$ cat src/rtl/sobel_frame_writer.sv
// Streams an IMG_W x IMG_H Sobel magnitude frame into memory in row-major order,
// writing BORDER_VAL around the edge. Optional body clamp via SOBEL_WR_CLAMP_EN.
module sobel_frame_writer #(
  parameter int unsigned IMG_W      = 64,
  parameter int unsigned IMG_H      = 64,
  parameter logic [7:0]  BORDER_VAL = 8'd0,
  parameter int unsigned AW         = 12
) (
  input  logic          clk,
  input  logic          rst_n,
  input  logic          start,
  output logic          busy,
  output logic          done,
  input  logic [10:0]   pix_in,
  input  logic          pix_valid,
  output logic          pix_ready,
  output logic          wr_en,
  output logic [AW-1:0] wr_addr,
  output logic [7:0]    wr_data
);

  localparam int unsigned CW = (IMG_W > 1) ? $clog2(IMG_W) : 1;
  localparam int unsigned RW = (IMG_H > 1) ? $clog2(IMG_H) : 1;

  typedef enum logic [2:0] {
    IDLE, TOP, LEFT, BODY, RIGHT, BOTTOM, FIN
  } state_t;

  state_t        r_state, w_state_nxt;
  logic [RW-1:0] r_row, w_row_nxt;
  logic [CW-1:0] r_col, w_col_nxt;
  logic          r_done;
  logic          r_wr_en;
  logic [AW-1:0] r_wr_addr;
  logic [7:0]    r_wr_data;

  logic          w_wr;
  logic [7:0]    w_data;
  logic [7:0]    w_body_data;
  logic [AW-1:0] w_addr;

`ifdef SOBEL_WR_CLAMP_EN
  assign w_body_data = (pix_in > 11'd255) ? 8'hFF : pix_in[7:0];
`else
  logic w_unused_hi;
  assign w_unused_hi = ^pix_in[10:8];
  assign w_body_data = pix_in[7:0];
`endif

  assign w_addr    = AW'(r_row) * AW'(IMG_W) + AW'(r_col);
  assign pix_ready = (r_state == BODY);
  assign busy      = (r_state != IDLE) || r_done;
  assign done      = r_done;
  assign wr_en     = r_wr_en;
  assign wr_addr   = r_wr_addr;
  assign wr_data   = r_wr_data;

  always_comb begin
    w_state_nxt = r_state;
    w_row_nxt   = r_row;
    w_col_nxt   = r_col;
    w_wr        = 1'b0;
    w_data      = BORDER_VAL;
    unique case (r_state)
      IDLE: begin
        if (start) begin
          w_state_nxt = TOP;
          w_row_nxt   = '0;
          w_col_nxt   = '0;
        end
      end
      TOP: begin
        w_wr = 1'b1;
        if (r_col == CW'(IMG_W - 1)) begin
          w_state_nxt = LEFT;
          w_row_nxt   = RW'(1);
          w_col_nxt   = '0;
        end else begin
          w_col_nxt = r_col + 1'b1;
        end
      end
      LEFT: begin
        w_wr        = 1'b1;
        w_state_nxt = BODY;
        w_col_nxt   = CW'(1);
      end
      BODY: begin
        // Column only advances on a transfer, so a stall simply re-presents the same pixel.
        if (pix_valid) begin
          w_wr   = 1'b1;
          w_data = w_body_data;
          if (r_col == CW'(IMG_W - 2)) begin
            w_state_nxt = RIGHT;
            w_col_nxt   = CW'(IMG_W - 1);
          end else begin
            w_col_nxt = r_col + 1'b1;
          end
        end
      end
      RIGHT: begin
        w_wr      = 1'b1;
        w_col_nxt = '0;
        if (r_row == RW'(IMG_H - 2)) begin
          w_state_nxt = BOTTOM;
          w_row_nxt   = RW'(IMG_H - 1);
        end else begin
          w_state_nxt = LEFT;
          w_row_nxt   = r_row + 1'b1;
        end
      end
      BOTTOM: begin
        w_wr = 1'b1;
        if (r_col == CW'(IMG_W - 1)) begin
          w_state_nxt = FIN;
          w_col_nxt   = '0;
        end else begin
          w_col_nxt = r_col + 1'b1;
        end
      end
      FIN: begin
        w_state_nxt = IDLE;
        w_row_nxt   = '0;
        w_col_nxt   = '0;
      end
      default: begin
        w_state_nxt = IDLE;
        w_row_nxt   = '0;
        w_col_nxt   = '0;
      end
    endcase
  end

  always_ff @(posedge clk or negedge rst_n) begin
    if (!rst_n) begin
      r_state   <= IDLE;
      r_row     <= '0;
      r_col     <= '0;
      r_done    <= 1'b0;
      r_wr_en   <= 1'b0;
      r_wr_addr <= '0;
      r_wr_data <= '0;
    end else begin
      r_state <= w_state_nxt;
      r_row   <= w_row_nxt;
      r_col   <= w_col_nxt;
      // done lands one cycle after the final strobe, which is issued while in FIN.
      r_done  <= (r_state == FIN);
      r_wr_en <= w_wr;
      if (w_wr) begin
        r_wr_addr <= w_addr;
        r_wr_data <= w_data;
      end
    end
  end

endmodule

$ cat config.mk
export PLATFORM = sky130hd
export DESIGN_NAME = sobel_frame_writer
export DESIGN_NICKNAME = d
export VERILOG_FILES = /design/src/rtl/sobel_frame_writer.sv
export SDC_FILE = /design/constraint.sdc
export NUM_CORES = 1
export LEC_CHECK = 0
export ABC_AREA = 1
export BUFFER_PORTS_ARGS = -buffer_cell sky130_fd_sc_hd__clkbuf_2
export CORE_ASPECT_RATIO = 1.25
export CORE_MARGIN = 10
export CORE_UTILIZATION = 49
export DETAILED_ROUTE_END_ITERATION = 7
export GPL_TIMING_DRIVEN = 1
export PLACE_DENSITY = 0.75
export SLEW_MARGIN = 20
export SYNTH_ARGS = -nofsm -noshare
export SYNTH_HDL_FRONTEND = slang
export SYNTH_SLANG_ARGS = --single-unit
$ cat constraint.sdc
create_clock -name clk -period 1.3 [get_ports clk]
set_clock_uncertainty 0.1 [all_clocks]
set_input_delay 0 -clock clk [delete_from_list [all_inputs] [get_ports clk]]
set_output_delay 0 -clock clk [all_outputs]
set_load 0.02 [all_outputs]
Word-level counts from Yosys, hierarchy flattened

Index checks and enable logic that the tools add are counted.

Flip-flop bits (word level): 37
Input bits: 15
Output and inout bits: 24
Word-level logic and storage cells: 53

Add/subtract/negate cells: 3
Equal/unequal tests: 14
Mux-type cells: 19
Bitwise operators: 1
Reductions and logical operators: 9

Operators by type and width:

| kind                                                                    | count |
|---|---|
| 6-bit one-hot mux with 4 select lines                                   | 2 |
| 6-bit 2-to-1 mux                                                        | 6 |
| 6-bit equality test, second input constant                              | 3 |
| 3-bit 2-to-1 mux                                                        | 6 |
| 3-bit one-hot mux with 6 select lines                                   | 1 |
| 8-bit 2-to-1 mux                                                        | 2 |
| 12-bit by 6-bit adder with 12-bit output                                | 1 |
| 6-bit by 1-bit adder with 6-bit output, second input constant           | 2 |
| 3-bit equality test, second input constant                              | 3 |
| 2-bit inequality test, second input constant                            | 4 |
| 3-bit by 2-bit equality test with 1-bit output, second input constant   | 2 |
| 5-bit AND reduction                                                     | 1 |
| 4-bit OR reduction                                                      | 1 |
| 3-bit by 1-bit equality test with 1-bit output, second input constant   | 1 |
| 3-bit logical NOT                                                       | 1 |
| 3-bit AND reduction                                                     | 1 |
| 3-bit nonzero test                                                      | 1 |
| 3-bit OR reduction                                                      | 1 |
| 2-bit by 1-bit inequality test with 1-bit output, second input constant | 1 |
| 1-bit one-hot mux with 2 select lines                                   | 1 |
| 2-bit AND reduction                                                     | 1 |
| 2-bit OR reduction                                                      | 1 |
| 1-bit logical OR                                                        | 1 |
| 1-bit 2-to-1 mux                                                        | 1 |
| 1-bit NOT                                                               | 1 |

Longest topological paths before layout

Gate-level depths: netlist of run 1.

Depth after elaboration: 4
Depth in mapped cells: 9
Depth with buffers taken out: 9

Least setup slack after synthesis of run 1

Ideal clock, no wire load.

Path type: register -> register
Start: register r_col[1]
End: register r_row[2]
Setup time: 0.120 ns
Data arrival time: 1.254 ns
Data required time: 1.080 ns
Setup slack: -0.175 ns
Cell stages (with the launch flop): 9
Path buffers: 0
Period minus slack after synthesis: 1.475 ns
Path through: dfrtp_1 -> ha_1 -> nand3_1 -> nor2_1 -> nor2_1 -> nor2_1 -> inv_1 -> nand2_1 -> nand2_1

Longest elaborated chain between the ends: 3

RTL lines:

| element                         | line | RTL |
|---|---|---|
| start, declared                 | 31   | `logic [CW-1:0] r_col, w_col_nxt;` |
| start signal, assigned          | 145  | `r_col <= w_col_nxt;` |
| 6-bit equality test             | 74   | `if (r_col == CW'(IMG_W - 1)) begin` |
| 2-bit inequality test (no line) | -    |  |
| 3-bit AND reduction (no line)   | -    |  |
| end signal, assigned            | 144  | `r_row <= w_row_nxt;` |
| end, declared                   | 30   | `logic [RW-1:0] r_row, w_row_nxt;` |

Every way passes these cells.
A chain may end at the register's enable or synchronous reset.

Worst setup path after layout of run 1

Start: register r_state[0]
End: register r_row[0]

Longest elaborated chain between the ends: 4
Elaborated cells on any way between the ends: 12
Those cells by class: eq/ne (7); mux (1); bitwise (1); reduce/logical (3)

RTL lines:

| element                                                                                       | line | RTL |
|---|---|---|
| start, declared                                                                               | 29   | `state_t r_state, w_state_nxt;` |
| start signal, assigned                                                                        | 143  | `r_state <= w_state_nxt;` |
| parallel branches: the longest is 4 deep, another holds 6-bit one-hot mux with 4 select lines | -    |  |

Parallel ways; which one is timed is not known.

==> impl_summary.md, run 1 <==
Outcome
The flow ran to the end, but the final reports show violations. The checks that failed: negative setup slack.

Worst setup path
The type of the worst setup path is flip-flop to flip-flop. The master of the slowest instance on the critical path is dfrtp_2. The setup slack on the worst flop-to-flop path is -180 ps. Walking the worst path, the cells encountered are buf_6 -> inv_6 -> nor2_4 -> nand2_2 -> nor2_2 -> nor2_4 -> nand2_1 -> o21ai_0. STA classifies the critical path startpoint as a flip-flop. The worst path required time is 1370 ps. The kind of cell adding the most delay to the critical path is simple AND/OR/NAND/NOR gates. On the worst path, the slowest cell contributes a delay of between 400 and 500 ps. The most used cell along the critical path is nor2_4. The critical-path maximum fanout is 5.

The arrival time at the worst endpoint is roughly 1600 ps. The critical path contains buffers and inverters numbering 2 combined. The worst setup path is captured at a flip-flop.

Clock tree
TritonCTS built the clock tree. In this run the clock root is driven by a clkbuf_8. For this design, the sink count on the clock tree is 37. The clock slew at the register clock pins of the worst setup and hold paths is approximately 80 ps. The level count of the clock H-tree is 2.

TritonCTS created 5 clock buffers. No sink is reached through more buffers than the 2 on the longest clock path. The clock reaches the later pin of the worst-skew pair after approximately 290 ps.

Routing
The routed wire length per instance is approximately 16 µm. In this run the remaining antenna-violating nets after routing total 0. In the routed layout, each cell is associated on average with a via count of approximately 5.5. The number of DRC markers after the initial detailed-route iteration is 150. The number of vias after detailed routing is roughly 2,100. The first detailed-routing pass ran for 4 iterations. The remaining routing DRC violations is 0. After detailed routing, the total wire length is approximately 6.3 mm.

Synth
The average cell area after synthesis is roughly 7.8 µm². The combined area of all synthesized cells is between 0.0015 and 0.002 mm². The top-area cell type share of the netlist area is roughly 50%.

The dominant cell type by area after synthesis is dfrtp_1. Yosys printed 0 warnings. By area the synthesized netlist is led by dfrtp_1, nand2_1, nand3_1. The sequential cell area fraction in the yosys report is about 49%. The post-synthesis sequential element count is 37. The net count after synthesis is ~260. The distinct cell type count of the synthesized netlist is 23.

The cell count after synthesis came out at between 200 and 250.

Die
Once the floorplan was initialized, standard cells occupied 50.8% of the core. 39 I/O pins were placed. The floorplan step defined a die boundary enclosing approximately 0.007 mm².

From bottom edge to top edge, the die measures 89.7 µm. The row count is 25. The total area inside the core boundary comes to around 0.0038 mm². The die is between 70 and 80 µm wide.

Power
In this run the power spent charging and discharging nets is just over 3000 µW. The cell area power density is 2290 mW/mm². The leakage component of the power is 0.00147 µW.

The cell internal power dissipation is about 3600 µW. Sequential cells burn between 20% and 30% of the power. Across the VDD grid, the largest voltage drop is 1440 µV. The share of total power dissipated in combinational logic is roughly three fifths.

Per report_power, the clock group accounts for 11.9% of the total. In this run switching power makes up between 40 and 50% of total power.

Placement
Input and output buffers added on the ports amount to 35. The wire-length estimate of the detail-placed layout is 3.69 mm. The minimum setup slack after placement is -182 ps. At the end of routability-driven placement, the weighted congestion stood at ~0.85.

GRT
Global routing consumed, over all layers together, between 10% and 20% of the routing resources. The first-pass GRT wire length is ~9.5 mm. The initial antenna violation count is 1. For this run the aggregate overflow at the end of global routing stands at 0.

The number of global-route vias before repair is approximately 2,000. Entering global routing, the biggest net connects 24 pins.

Timing
Setup violations remaining at the end of the flow were counted as 37. The number of pins with negative max-slew slack in the final report was 0. The worst path in the final design needs a cycle of approximately 1500 ps, including I/O delays and setup. The number of failing hold endpoints at the final stage is 0. Setup repair after global routing could not meet its margin everywhere. The worst pin sits at a relative slew slack of 70.9%. The fmax is slightly below 700 MHz.

The post-route worst setup slack is -180 ps. The transition at the pin with the smallest max-transition slack is 436 ps. The share of the cycle needed by the critical path after routing is 114%. For the final routed database, the setup TNS stands at -4460 ps.

Finish
Compared with the post-synthesis result, the final layout area differs by 53.1%. The ratio of cells with drive above 1 in the final layout is a little over two fifths. The final layout contains 360 nets.

Job
Across the run, the number of max-cap violations was 0.

Hold path
The path class of the lowest-slack min-delay path is input port to asynchronous set/reset pin.
## per-stage QoR
| step | total power, µW | util [%] | hold WS [ps] | std cells | instance area, µm² |
|---|---|---|---|---|---|
| after floorplan | 3600 | - | -396 | 243 | 1920 |
| after global placement | 4720 | 63.8 | -149 | 347 | 2400 |
| after detailed placement | 4780 | 63.8 | -145 | 347 | 2400 |
| after CTS | 6010 | 73.6 | 87.9 | 374 | 2760 |
| after global routing | 7090 | 77.7 | 106 | 383 | 2920 |
| final | 6690 | 77.7 | 76.7 | 383 | 2920 |
## registers in the layout, summed over array words and instances, names as in the netlist
register / count
r_col: 6
r_state: 3
done: 1
wr_en: 1
wr_addr: 12
wr_data: 8
r_row: 6
## synth_stat cells
cell type / instances
nand2_1: 53
dfrtp_1: 37
inv_1: 35
nand3_1: 32
nor2_1: 24
o21ai_0: 15
o21ai_1: 15
a21oi_2: 7
ha_1: 4
buf_2: 3
nor2_2: 3
buf_4: 2
inv_2: 2
nand2_2: 2
a21oi_1: 1
clkbuf_2: 1
nand3_2: 1
nand3b_1: 1
nor2_4: 1
nor3_1: 1
o211ai_1: 1
xnor2_1: 1
xor2_1: 1
## power groups by stage
| stage | registers, µW | clock network, µW | logic (µW) |
|---|---|---|---|
| 3_5_place_dp | 1740 | 0 | 3040 |
| 4_1_cts | 1730 | 793 | 3480 |
| 5_1_grt | 1820 | 861 | 4410 |
| 2_1_floorplan | 2020 | 0 | 1590 |
| 3_3_place_gp | 1730 | 0 | 2990 |
| 6_report | 1780 | 796 | 4120 |
## final timing paths
check                           start         end  cells after the start
max in group asynchronous       rst_n    r_row[2]                      3
min in group clk                start    r_col[2]                      6
max reg2reg                r_state[0]    r_row[0]                      8
max                        r_state[0]    r_row[0]                      8
min reg2reg                wr_data[6]  wr_data[6]                      2
min                             rst_n  r_state[1]                      2
## layout make-up
type | count | area, µm²
Fill cell | 225 | 837
Antenna cell | 1 | 2.50
Clock inverter | 2 | 10.0
Sequential cell | 37 | 931
Timing Repair Buffer | 97 | 729
Inverter | 37 | 144
Clock buffer | 6 | 72.6
Tap cell | 40 | 50.0
Multi-Input combinational cell | 163 | 977
## layout by cell type, fill, tap and decap left out, types with 2 or more instances in the layout
master,netlist,routed
a21oi_2,7,7
buf_12,0,2
buf_4,2,43
buf_6,0,9
clkbuf_2,1,33
clkbuf_8,0,5
clkinv_2,0,2
dfrtp_1,37,33
dfrtp_2,0,4
dlygate4sd3_1,0,10
ha_1,4,2
ha_4,0,2
inv_1,35,32
inv_2,2,4
nand2_1,53,46
nand2_2,2,6
nand2_4,0,3
nand3_1,32,26
nand3_2,1,5
nand3_4,0,2
nor2_1,24,8
nor2_2,3,14
nor2_4,1,6
o21ai_0,15,6
o21ai_1,15,23
## layer usage
metal  vias to the layer above  track usage, %  part of all wire [%]
met5                         -               0                     0
met4                         0            7.61                   4.3
met2                        84            31.7                    55
met1                      1013            19.2                    36
li1                        974               -                     -
met3                        27            2.97                   4.6
## cell families (layout without fill, tap and decap cells)
group	count (synthesis)	in the layout	synth area share (%)
AOI/OAI and AO/OA	39	39	11.8
xor gates and xnor gates	2	2	0.919
adders and majority gates	4	4	2.63
buffers and inverters	43	142	9.13
DFF	37	37	48.6
other	0	1	0
and+or+nand+nor	118	118	27.0
## repair_timing
action / in CTS / in global routing
pin swaps: 10 / 16
hold endpoints to repair: 45 / 0
gates resized for setup: 34 / 36
setup buffers: 9 / 9
hold buffers: 10 / 0
setup endpoints to repair: 37 / 38
No activity file was read; power rests on OpenSTA's default activity.
==> run 2, diff against run 1 <==
- ABC_AREA: 1 -> 0
- CORE_UTILIZATION: 49 -> 48
- PLACE_DENSITY: 0.75 -> 0.74
==> run 2 against run 1 <==
The flow still finishes with violations (negative setup slack). Wire length fell by 0.32%. Maximum frequency is 13% lower. Utilization grew 5.2 points. Total power increased by 1.9%. Sequential cell count unchanged. Combinational power fell by 4.9%. First-iteration DRC count decreased by 35%. Critical path depth decreased by 2. Hold slack got worse by 26 ps. Final cell count fell by 19%. Largest cell class unchanged.
==> impl_summary.md, run 2 <==
Outcome
The flow ran to the end, but the final reports show violations. The checks that failed: negative setup slack.

Die
The region available for standard cell placement spans 0.00375 mm². The y dimension of the die is around 90 µm. The number of ports placed on the die boundary is 39. For this configuration, the core starts out at a cell density of around half. The row count is 25. Measured along the x axis, the die boundary spans between 70 and 80 µm. The floorplan die area is about 0.0068 mm².

Timing
The fmax is 588 MHz. For the final routed database, the setup TNS stands at -12,070 ps. The transition at the pin with the smallest max-transition slack is ~420 ps. The clock period minus final worst setup slack is about 1700 ps.

The worst hold slack across all endpoints is between 50 and 60 ps. Setup violations remaining at the end of the flow were counted as 38. Setup repair after global routing could not meet its margin everywhere. The number of pins with negative max-slew slack in the final report was 0.

The share of the cycle needed by the critical path after routing is 131%. After layout, the worst setup slack is -401 ps. The worst pin sits at a relative slew slack of 71.5%. The number of failing hold endpoints at the final stage is 0.

Synth
The average cell area after synthesis is 11.3 µm². The synthesized netlist devotes between 2 and 3% of its cell area to adder and majority cells. In the post-synthesis netlist, the biggest area contributors are dfrtp_1, mux2_2, a22o_1. The combined area of all synthesized cells is roughly 0.0019 mm².

The post-synthesis sequential element count is 37. The largest family of logic cells by synthesized area is compound AO/OA/AOI/OAI gates. The xor and xnor area share after synthesis is 0%. In the synthesized netlist the async set-or-reset flop fraction comes to 100%. Among all cell types in the netlist, the one instantiated most often is dfrtp_1. The top flip-flop cell by instance count after synthesis is dfrtp_1. The sequential cell area fraction in the yosys report is approximately half. The distinct cell type count of the synthesized netlist is 50. Of the post-synthesis cell area, the part taken by muxes is about 7.3%. The simple logic cell fraction of the synthesized area is roughly 15%. The cell count after synthesis came out at between 150 and 200.

Yosys mapped a number of flops with a built-in enable equal to 0. The synthesized design devotes to its leading area cell type 49.8% of total area. The dominant cell type by area after synthesis is dfrtp_1.

Synthesis produced a netlist with a net count of about 180. The commonest cells after synthesis are dfrtp_1, mux2_2, o21ai_0, nor2_1. The synthesized netlist devotes between 20% and 30% of its cell area to compound gates. For this run, the number of Yosys warnings is 0.

Finish
The library cell used most frequently in the layout, excluding fill and tap cells, is buf_4. The library cells used most frequently in the layout, excluding fill and tap cells, are buf_4, dfrtp_1, clkbuf_2. The finished layout cell area is a little over 0.003 mm². In the final design database the tool counted ~290 nets.

The flip-flop count of the largest register, all copies and words added is 12. Cells with a size suffix above 1 make up 60.2% of the layout. The non-filler instance count after layout is just over 300. Compared with the post-synthesis result, the final layout area differs by 67.4%.

The layout has ~200 filler cells. The repair_antennas step left the layout with diodes totalling 0.

Clock tree
No sink is reached through more buffers than the 2 on the longest clock path. In this run the number of H-tree levels came out at 2. The number of clock buffers added by TritonCTS is 5.

The tree is rooted in a clkbuf_8. The clock slew at the register clock pins of the worst setup and hold paths is about 70 ps. The CTS tree is built. The tree built by TritonCTS fans out to 37 sinks.

Clock latency on the worst-skew pair, taken at its later pin, is roughly 290 ps.

Power
The peak ir drop on the vdd network is approximately 1300 µV. The leakage component of the power is between 0.001 and 0.0015 µW. The cell area power density is about 2200 mW/mm².

Worst setup path
The worst setup path is of the flip-flop to flip-flop kind. Along the worst path, the maximum fanout reaches 6. STA puts the critical path data required time at approximately 1400 ps. The type of element launching the critical path is a flip-flop. STA puts the critical path data arrival time at 1780 ps. Across all register-to-register paths, the minimum setup slack is -400 ps. The kind of end point of the critical path is a flip-flop.

Routing
The ratio of routed vias to standard cells is 5.94. The final layout contains routed wiring with a total length of roughly 6.3 mm. The pre-antenna-repair detailed-routing pass consisted of 4 iterations. Detailed routing inserted a total of ~1,800 vias. The remaining number of nets flagged by the antenna check after routing is 0. The remaining routing DRC violations is 0. In the final routed layout, each cell accounts on average for 20.3 µm. The number of DRC markers after the initial detailed-route iteration is 98.

GRT
The number of global-route vias before repair is roughly 1,800. Entering global routing, the biggest net connects 17 pins. The total global-route track usage is 16.5%. The final global-route overflow total is 0. The initial antenna violation count is 0. The first global-routing pass estimated about 8.6 mm of wire.

Placement
The post-place instance area is 0.00244 mm². The placer congestion estimate is around 0.86. The HPWL after detailed placement is 3.58 mm. At the placement stage, the worst setup path has a slack of -392 ps. During placement, the flow inserted port buffers numbering 35.

In this run, placement finished with an instance count of approximately 270.

Job
The tool flagged a number of max-cap violations equal to 0.

Hold path
The path class of the lowest-slack min-delay path is input port to asynchronous set/reset pin.
[run 2: area by class of cell]
cell class | count | area, µm² | share of cell area (%)
sequential | 37 | 930 | 29.9
timing repair buffer | 104 | 880 | 28.3
multi-input combinational | 112 | 1100 | 35.5
clock inverter | 1 | 30.0 | 0.965
tap | 40 | 50.0 | 1.61
clock buffer | 7 | 86.3 | 2.77
inverter | 8 | 32.5 | 1.05
[run 2: cell families (layout without fill, tap and decap cells)]
family / count (synthesis) / count (layout)
AOI/OAI and AO/OA: 51 / 51
adders and majority gates: 4 / 4
buffers and inverters: 16 / 120
DFF: 37 / 37
muxes: 12 / 12
and+or+nand+nor: 45 / 45
[run 2: worst paths after layout]
path / startpoint / end / depth (start not counted)
max: r_state[0] / wr_addr[11] / 6
min: rst_n / wr_addr[8] / 2
max reg2reg: r_state[0] / wr_addr[11] / 6
min reg2reg: wr_addr[9] / wr_addr[9] / 1
max in group asynchronous: rst_n / wr_addr[2] / 3
min in group clk: start / r_col[0] / 5
[run 2: power by group]
group	switching [µW]	internal (µW)	leakage, µW
Sequential	299	1560	0.000476
Clock	413	626	0.0000585
Combinational	1880	2040	0.000945
Total	2590	4230	0.00148
[run 2: layer usage]
| layer | vias up | part of all wire, % | track usage (%) | routed length, µm |
|---|---|---|---|---|
| met1 | 917 | 38 | 19.0 | 2370 |
| met4 | 0 | 2.3 | 6.43 | 147 |
| met2 | 79 | 52 | 27.3 | 3280 |
| met3 | 19 | 7.5 | 5.72 | 469 |
| li1 | 821 | - | - | - |
| met5 | - | 0 | 0 | 0 |
[run 2: what timing repair did]
| item | CTS | global route |
|---|---|---|
| cloned | 0 | 2 |
| endpoints found under the setup margin | 38 | 38 |
| resized for setup | 47 | 34 |
| hold endpoints to repair | 46 | 0 |
| hold buffers | 10 | 0 |
| pin swaps | 13 | 29 |
| setup buffers | 5 | 11 |
[run 2: worst max-delay path: stages (launching register included)]
cell and delay [ps]:
dfrtp_2 460, nor2b_4 140, o21ai_2 170, o31ai_4 110, buf_4 160, clkbuf_16 150, mux2_4 290
[run 2: stage by stage]
stage / util, % / total power, µW
finish: 82.9 / 6820
CTS: 76.6 / 6170
floorplan: - / 3520
global placement: 65.1 / 4540
detailed placement: 65.1 / 4640
global route: 82.9 / 7130
==> run 3, diff against run 2 <==
- HOLD_SLACK_MARGIN: not set -> 0.08
==> run 3 against run 2 <==
The run still ends with negative setup slack left. Via count shrank 3.8%. Die area is the same. Setup slack lost 43 ps. Global-route usage shrank 0.11 points. First-iteration DRC count grew 17%. Count of clock-buffer cells in the layout is the same. Maximum frequency shrank 2.5%. Critical path type unchanged.
==> impl_summary.md, run 3 (same netlist as run 2, synthesis figures left out) <==
Outcome
The flow ran to the end, but the final reports show violations. The final reports fail on negative setup slack.

Die
Once the floorplan was initialized, standard cells occupied slightly below 50% of the core. The die extent in x is approximately 76 µm. From bottom edge to top edge, the die measures between 80 and 90 µm. In this run the standard cell core region covers ~0.0038 mm². The row count is 25.

The die covers between 0.006 and 0.007 mm². The number of ports placed on the die boundary is 39.

Finish
Summing all multi-input logic gate instances after layout gives around 0.0011 mm². 0 antenna diodes ended up in the layout. The ratio of cells with drive above 1 in the final layout is between 50% and 60%.

At the end of the flow the core is filled with cells to roughly four fifths. Relative to the synthesized area, the layout overhead comes to 63.8%. The finished layout cell area is 0.00305 mm². The most frequent standard cell in the layout excluding fill and tap cells is buf_4. At the end of the flow, the number of nets in the layout was around 290.

In the layout the commonest cells are buf_4, dfrtp_1, clkbuf_2. Summing all flip-flop and latch instances after layout gives 930 µm². The flip-flop count of the largest register, all copies and words added is 12. Fill cells in the final layout number a little over 200.

Worst setup path
Along the worst path, the maximum fanout reaches 6. The type of element launching the critical path is a flip-flop. The worst path required time is between 1000 and 1500 ps.

For the worst setup path, the data arrival time is 1820 ps. The critical path is of the flip-flop to flip-flop type. The kind of end point of the critical path is a flip-flop.

Clock tree
Clock tree synthesis selected as its root buffer the cell clkbuf_8. The clock drives 37 sinks. At the later pin of the worst-skew pair, clock insertion delay measures approximately 290 ps. The clock slew at the register clock pins of the worst setup and hold paths is roughly 70 ps. TritonCTS built the clock tree. The H-tree was split into 2 levels.

The number of clock buffers inserted by TritonCTS is 5. The maximum root-to-sink buffer count is 2.

Routing
In the routed layout, each cell is associated on average with a via count of around 5.7. The number of DRC markers after the initial detailed-route iteration is 115. The routed wire length per instance is around 19 µm.

Once detail routing completed, the nets flagged for antenna violations numbered 0. The routed layout has approximately 1,800 vias. The first-pass iteration count of the detailed router is 4.

The routed wire length is between 5 and 6 mm. After detailed routing, the number of remaining DRC violations is 0.

Power
The switching share of total power is 37.8%. The peak ir drop on the vdd network is between 1000 and 1500 µV. The net load switching power is 2480 µW. In this run, the combinational gates consume 56.1% of the power. The leakage component of the power is about 0.0014 µW. The internal portion of the total power is roughly 4100 µW. Power spread over the standard cell area amounts to approximately 2200 mW/mm².

The fraction of power consumed by sequential logic is ~28%. Per report_power, the clock group accounts for 15.7% of the total.

Timing
The number of pins with negative max-slew slack in the final report is 0. Summed over all failing endpoints, the final setup total negative slack is -13,040 ps. Setup repair after global routing could not meet its margin everywhere. The post-route worst setup slack is -445 ps. The routed design could run at a clock period as short as roughly 1700 ps. Headroom to the max-slew limit came out at 72.9%. The number of setup violations in the final report is 38. Dividing the final minimum period by the clock period gives 134%. For the pin with the worst max-slew slack, the measured transition is between 400 and 500 ps.

Derived from the worst setup path, the maximum achievable clock frequency is ~570 MHz. The number of failing hold endpoints at the final stage was 0.

Job
The total of max-cap violations is 0.

GRT
The final global-route overflow total is 0. The number of global-route vias before repair is 1,794. The initial antenna violation count is 0. The global-route track usage on met2 is between 20 and 30%. The pin count of the biggest net entering global routing is 17. The routing usage on met1 is a little under a fifth. The routing usage on met3 is 5.72%.

The total global-route track usage is 16.4%. The first-pass GRT wire length is 8.58 mm. The highest-utilization routing layer at the global route stage is met2.

Placement
After legalization and detailed placement, the total HPWL measured approximately 3.6 mm. The placer congestion estimate is between 0.8 and 0.9. The port buffer count is 35. The post-place instance area is between 0.002 and 0.0025 mm².

Hold path
The path class of the lowest-slack min-delay path is input port to asynchronous set/reset pin.
-- run 3: worst paths after layout --
path | from | to | slack (ps) | cells past startpoint
hold reg to reg | wr_addr[9] | wr_addr[9] | 410 | 1
setup / recovery | r_state[0] | wr_addr[11] | -440 | 6
setup reg to reg | r_state[0] | wr_addr[11] | -440 | 6
max in group asynchronous | rst_n | r_col[1] | 510 | 3
hold / removal | rst_n | wr_addr[8] | 50 | 2
min in group clk | start | r_col[0] | 160 | 5
-- run 3: cell type report --
| class | count | share of cell area (%) |
|---|---|---|
| multi-input combinational | 112 | 35.3 |
| timing repair buffer | 103 | 27.6 |
| clock inverter | 1 | 0.986 |
| sequential | 37 | 30.5 |
| tap | 40 | 1.64 |
| clock buffer | 7 | 2.83 |
| inverter | 8 | 1.07 |
-- run 3: what timing repair did --
item	4_1_cts	5_1_grt
endpoints found under the setup margin	38	38
resized for setup	47	23
pin swaps	13	18
buffers inserted	5	10
cloned	0	1
hold buffers	11	0
endpoints found under the hold margin	47	0
-- run 3: metal layers --
metal	wire [µm]	up-vias	part of all wire, %
met1	2360	874	40
met4	117	0	2.0
met5	0	-	0
met3	434	14	7.4
met2	2990	61	51
li1	-	818	-
-- run 3: per-stage QoR --
step	worst slack, ps	power [µW]	std cells	hold WS, ps
2_1_floorplan	-222	3520	165	-396
3_3_place_gp	-306	4540	274	-175
3_5_place_dp	-392	4640	274	-173
4_1_cts	-353	6170	298	57.8
5_1_grt	-489	6920	308	95.1
6_report	-445	6570	308	48.8
-- run 3: power groups by stage --
stage	clock network (µW)	logic (µW)	registers, µW
after floorplan	0	1340	2190
after global placement	0	2690	1840
after detailed placement	0	2760	1870
after CTS	1040	3290	1840
after global routing	1080	3930	1910
final	1030	3690	1850
-- run 3: critical path, cell delays in order, from the launching register on --
cell       delay [ps]
dfrtp_2           460
nor2b_2           180
o21ai_2           170
o31ai_4           110
buf_4             160
clkbuf_16         150
mux2_4            290
